**src/rtl/sr_seq_pkg.sv**
```systemverilog
// Shared types and helpers for the SR flip-flop write sequencer.
package sr_seq_pkg;

    localparam int unsigned StateW = 2;

    typedef enum logic [StateW-1:0] {
        StIdle,
        StDrive,
        StSettle,
        StCheck
    } state_e;

    function automatic int unsigned calc_aw(input int unsigned n);
        return (n <= 1) ? 1 : $clog2(n);
    endfunction

endpackage

```
**src/rtl/sr_pulse_encoder.sv**
```systemverilog
// Combinational one-hot S/R encoder; the only place S/R bits are formed,
// so S and R can never be high together on any bit.
module sr_pulse_encoder
    import sr_seq_pkg::*;
#(
    parameter int unsigned N  = 4,
    parameter int unsigned AW = calc_aw(N)
) (
    input  logic          en_i,
    input  logic [AW-1:0] addr_i,
    input  logic          data_i,
    output logic [N-1:0]  s_o,
    output logic [N-1:0]  r_o
);

    always_comb begin
        s_o = '0;
        r_o = '0;
        for (int unsigned i = 0; i < N; i++) begin
            if (en_i && (addr_i == AW'(i))) begin
                s_o[i] = data_i;
                r_o[i] = ~data_i;
            end
        end
    end

endmodule

```
**src/rtl/sr_write_sequencer.sv**
```systemverilog
// Accepts single-bit write requests, pulses S or R on the addressed flip-flop,
// waits a settle interval, reads Q back and retries on mismatch.
module sr_write_sequencer
    import sr_seq_pkg::*;
#(
    parameter int unsigned N         = 4,
    parameter int unsigned SETTLE    = 1,
    parameter int unsigned MAX_RETRY = 2,
    parameter int unsigned AW        = calc_aw(N)
) (
    input  logic          Clk,
    input  logic          MasterResetN,
    input  logic          ReqValid,
    output logic          ReqReady,
    input  logic [AW-1:0] ReqAddr,
    input  logic          ReqData,
    output logic [N-1:0]  S,
    output logic [N-1:0]  R,
    input  logic [N-1:0]  Q,
    output logic          Done,
    output logic          Err,
    output logic          Busy
);

    localparam int unsigned SW = calc_aw(SETTLE);

    state_e        state_q, state_d;
    logic [AW-1:0] addr_q, addr_d;
    logic          data_q, data_d;
    logic [2:0]    retry_q, retry_d;
    logic [SW-1:0] settle_q, settle_d;
    logic [N-1:0]  s_q, s_d, r_q, r_d;
    logic          done_q, done_d, err_q, err_d, busy_q;

    logic          accept, addr_ok;
    logic          pulse_en, pulse_data;
    logic [AW-1:0] pulse_addr;

    assign ReqReady = MasterResetN && (state_q == StIdle);
    assign accept   = ReqValid && ReqReady;
    assign addr_ok  = 32'(ReqAddr) < N;

    always_comb begin
        state_d    = state_q;
        addr_d     = addr_q;
        data_d     = data_q;
        retry_d    = retry_q;
        settle_d   = settle_q;
        done_d     = 1'b0;
        err_d      = 1'b0;
        pulse_en   = 1'b0;
        pulse_addr = addr_q;
        pulse_data = data_q;
        case (state_q)
            StIdle: begin
                if (accept) begin
                    addr_d = ReqAddr;
                    data_d = ReqData;
                    if (addr_ok) begin
                        // Pulse is registered on the accept edge, so it is
                        // launched here rather than from StDrive.
                        state_d    = StDrive;
                        retry_d    = '0;
                        pulse_en   = 1'b1;
                        pulse_addr = ReqAddr;
                        pulse_data = ReqData;
                    end else begin
                        err_d = 1'b1;
                    end
                end
            end
            StDrive: begin
                state_d  = StSettle;
                settle_d = '0;
            end
            StSettle: begin
                if (settle_q == SW'(SETTLE - 1)) begin
                    state_d = StCheck;
                end else begin
                    settle_d = settle_q + 1'b1;
                end
            end
            StCheck: begin
                // An unknown readback bit fails the equality and is retried.
                if (Q[addr_q] == data_q) begin
                    done_d  = 1'b1;
                    state_d = StIdle;
                end else if (retry_q < 3'(MAX_RETRY)) begin
                    retry_d  = retry_q + 3'd1;
                    state_d  = StDrive;
                    pulse_en = 1'b1;
                end else begin
                    err_d   = 1'b1;
                    state_d = StIdle;
                end
            end
            default: state_d = StIdle;
        endcase
    end

    sr_pulse_encoder #(
        .N  (N),
        .AW (AW)
    ) u_encoder (
        .en_i   (pulse_en),
        .addr_i (pulse_addr),
        .data_i (pulse_data),
        .s_o    (s_d),
        .r_o    (r_d)
    );

    always_ff @(posedge Clk) begin
        if (!MasterResetN) begin
            state_q  <= StIdle;
            addr_q   <= '0;
            data_q   <= 1'b0;
            retry_q  <= '0;
            settle_q <= '0;
            s_q      <= '0;
            r_q      <= '0;
            done_q   <= 1'b0;
            err_q    <= 1'b0;
            busy_q   <= 1'b0;
        end else begin
            state_q  <= state_d;
            addr_q   <= addr_d;
            data_q   <= data_d;
            retry_q  <= retry_d;
            settle_q <= settle_d;
            s_q      <= s_d;
            r_q      <= r_d;
            done_q   <= done_d;
            err_q    <= err_d;
            busy_q   <= (state_d != StIdle);
        end
    end

    assign S    = s_q;
    assign R    = r_q;
    assign Done = done_q;
    assign Err  = err_q;
    assign Busy = busy_q;

endmodule

```
**config.mk**
```make
export PLATFORM = sky130hd
export DESIGN_NAME = sr_write_sequencer
export DESIGN_NICKNAME = d
export VERILOG_FILES = /design/src/rtl/sr_seq_pkg.sv /design/src/rtl/sr_pulse_encoder.sv /design/src/rtl/sr_write_sequencer.sv
export SDC_FILE = /design/constraint.sdc
export NUM_CORES = 1
export LEC_CHECK = 0
export CAP_MARGIN = 20
export CORE_UTILIZATION = 40
export DETAILED_ROUTE_END_ITERATION = 10
export DONT_BUFFER_PORTS = 1
export SETUP_SLACK_MARGIN = 0.5
export SKIP_LAST_GASP = 1
export SYNTH_ARGS = -nofsm -noshare
export SYNTH_HDL_FRONTEND = slang
export SYNTH_HIERARCHICAL = 1
export SYNTH_SLANG_ARGS = --single-unit
```
**constraint.sdc**
```tcl
create_clock -name Clk -period 3.8 [get_ports Clk]
set_input_delay 0.57 -clock Clk [delete_from_list [all_inputs] [get_ports Clk]]
set_output_delay 0.57 -clock Clk [all_outputs]
set_load 0.005 [all_outputs]
```
==> impl_metrics.tcl <==
set metrics [dict create \
    synth_fp_nets 95 \
    setup_viol 0 \
    clock-skew-final_ns 0.00779 \
    final_util_pct 46.0 \
    cp-endpoint "R[1]" \
    post_cts_buffers 0 \
    ys_types 24 \
    start_util_pct 43.3 \
    grtUsageTotal_pct 14.1 \
    drt-pass1-iter-count 4 \
    slew_headroom_pct 69.2 \
    critPathMaxFanout 8 \
    finalMaxSlewViolations 0 \
    reg2reg_depth 6 \
    synth_area_um2 858 \
    synthTopCellsByCount "dfxtp_1, and2_1, ha_1, nor2_1" \
    synth.area.top_cells "dfxtp_1, and2_1, ha_1, and4bb_2, and4b_2" \
    cp-end-kind "flop" \
    die_area_um2 2330 \
    peakVddDrop_mv 0.217 \
    ctsResizeCount 0 \
    p_total_mw 0.475 \
    cts_buffers 3 \
    htree_levels 1 \
    vias 581 \
    grt_overflow 0 \
    clockBufferDepth 2 \
    place_congestion 0.701 \
    design_area_um2 911 \
    drtAntennaViolNets 0 \
    ys.flop_type "dfxtp_1" \
    final-hold-violation-count 0 \
    cts_sinks 19 \
    ys_warn_count 6 \
    synth_seq_cells 19 \
    timing.rr.end "R[1]" \
    fp.coreArea_um2 1980 \
    fin_setup_tns_ns 0 \
    fill_cells 191 \
    p_per_area_nw_per_um2 521 \
    crit_start "addr_q[0]" \
    cts_root_buf "clkbuf_4" \
    postPlaceCellArea_um2 885 \
    finalNetCount 98 \
    yosysTopAreaCell "dfxtp_1" \
    reg2reg_from "addr_q[0]" \
    postSynthAreaPerCell_um2 10.7 \
    hold_slack_ns 0.394 \
    rows 16 \
    synthArstFlopShare_pct 0 \
    wl_per_cell_um 13.5 \
    grt_antenna_before_repair 0 \
    grt_pass1_wl_um 2460 \
    synthCells 80 \
    critical_path_required_ns 4.04 \
    synth_top_area_share_pct 44.3 \
    fp.dieH_um 48.3 \
    fmax_mhz 469 \
    hp-class "input port to flop" \
    rsz0062_at_grt "false" \
    drive_above_1_share_pct 22.0 \
    fin_crit_sh_pct 56.1 \
    tightest_slew_ns 0.458 \
    min_period_ns 2.13 \
    drv_cap 0 \
    start_kind "flop" \
    hpwl_um 1040 \
    port_buffers 0 \
    drtIter0Drc 3 \
    grt_pass1_vias 529 \
    yosysMostFrequentCell "dfxtp_1" \
    tritoncts "yes" \
    status "completed" \
    grt_max_degree 21 \
    clk_pin_slew_ns 0.10 \
    route.detailed.drc 0 \
    synth_edf_count 0 \
    drt_wl_total_um 1470 \
    die_w_um 48.3 \
    io_pins 22 \
    leakage_nw 0.351 \
    viasPerCell 5.33 \
    crit_type "flop to flop" \
    clk_latency_ns 0.29 \
    rrSetupSlack_ns 1.67 \
    hold_buffers 0 \
    critPathArrivalTime_ns 2.37 \
    yosysSeqAreaShare_pct 44.3 \
    n_antenna_cell 0 \
    syn_to_final_growth_pct 6.12 \
]
[worst min path at each step]
| stage | start | to | slack [ns] | cells past startpoint |
|---|---|---|---|---|
| 3_3_place_gp | retry_q[2] | retry_q[2] | 0.47 | 2 |
| 6_report | MasterResetN | addr_q[0] | 0.39 | 1 |
| 5_1_grt | MasterResetN | addr_q[0] | 0.37 | 1 |
| 3_5_place_dp | retry_q[2] | retry_q[2] | 0.47 | 2 |
| 4_1_cts | MasterResetN | addr_q[1] | 0.38 | 1 |
| 2_1_floorplan | retry_q[2] | retry_q[2] | 0.44 | 2 |
[cells in the final DEF (no fill, tap or decap)]
cell type and count:
clkbuf_1 1, nor4b_2 1, and2_1 13, mux4_2 1, a21o_2 1, mux2_2 3, and4bb_2 3, a311oi_2 1
xor2_2 1, nand3_1 4, o211ai_1 1, a21oi_1 1, a41oi_1 2, ha_1 5, dfxtp_1 19, o21bai_1 1
nor3b_1 2, clkbuf_4 3, nand2_1 4, nor2_1 5, and4_2 1, and4b_2 3, o21ai_0 2, inv_1 3
nand4_1 1
[power by group]
group	switching [mW]	internal (mW)	leakage [nW]
clock network	0.0582	0.0408	0.0150
logic	0.0806	0.0620	0.182
registers	0.0124	0.221	0.154
[stage by stage]
step	worst slack [ns]	instances
global route	1.45	109
CTS	1.64	109
global placement	1.52	105
floorplan	1.68	80
finish	1.67	109
detailed placement	1.49	105
[worst max-delay path: stages (launching register included)]
cell and delay, ns:
dfxtp_1 0.36, mux4_2 0.53, xor2_2 0.31, nand3_1 0.12
a21oi_1 0.36, and4bb_2 0.27, and2_1 0.12
[cell families (layout without fill, tap and decap cells)]
family	count (synthesis)	in the layout	synth area share, %
AOI/OAI and AO/OA	9	9	8.31
xor gates and xnor gates	1	1	1.90
adders and majority gates	5	5	7.29
buffers and inverters	5	7	2.19
DFF	19	19	44.3
muxes	4	4	6.56
and+or+nand+nor	37	37	29.4
[layout make-up]
cell class,instances,area (um2),area share (%)
multi-input combinational,56,459,50.4
sequential,19,380,41.8
tap,27,33.8,3.71
clock buffer,4,26.3,2.88
inverter,3,11.3,1.24
[per-layer routing]
| metal | global-route usage (%) | wire [um] | up-vias |
|---|---|---|---|
| li1 | - | - | 291 |
| met1 | 18.4 | 690 | 266 |
| met2 | 21.1 | 652 | 20 |
| met3 | 4.09 | 102 | 4 |
| met4 | 7.35 | 28 | 0 |
| met5 | 0 | 0 | - |
[state kept, by name, indices dropped and copies added, names as in the netlist]
signal and count:
addr_q 2, S 4, retry_q 3, Err 1, Done 1, Busy 1, state_q 2, R 4
data_q 1
No activity file was read; power rests on OpenSTA's default activity.
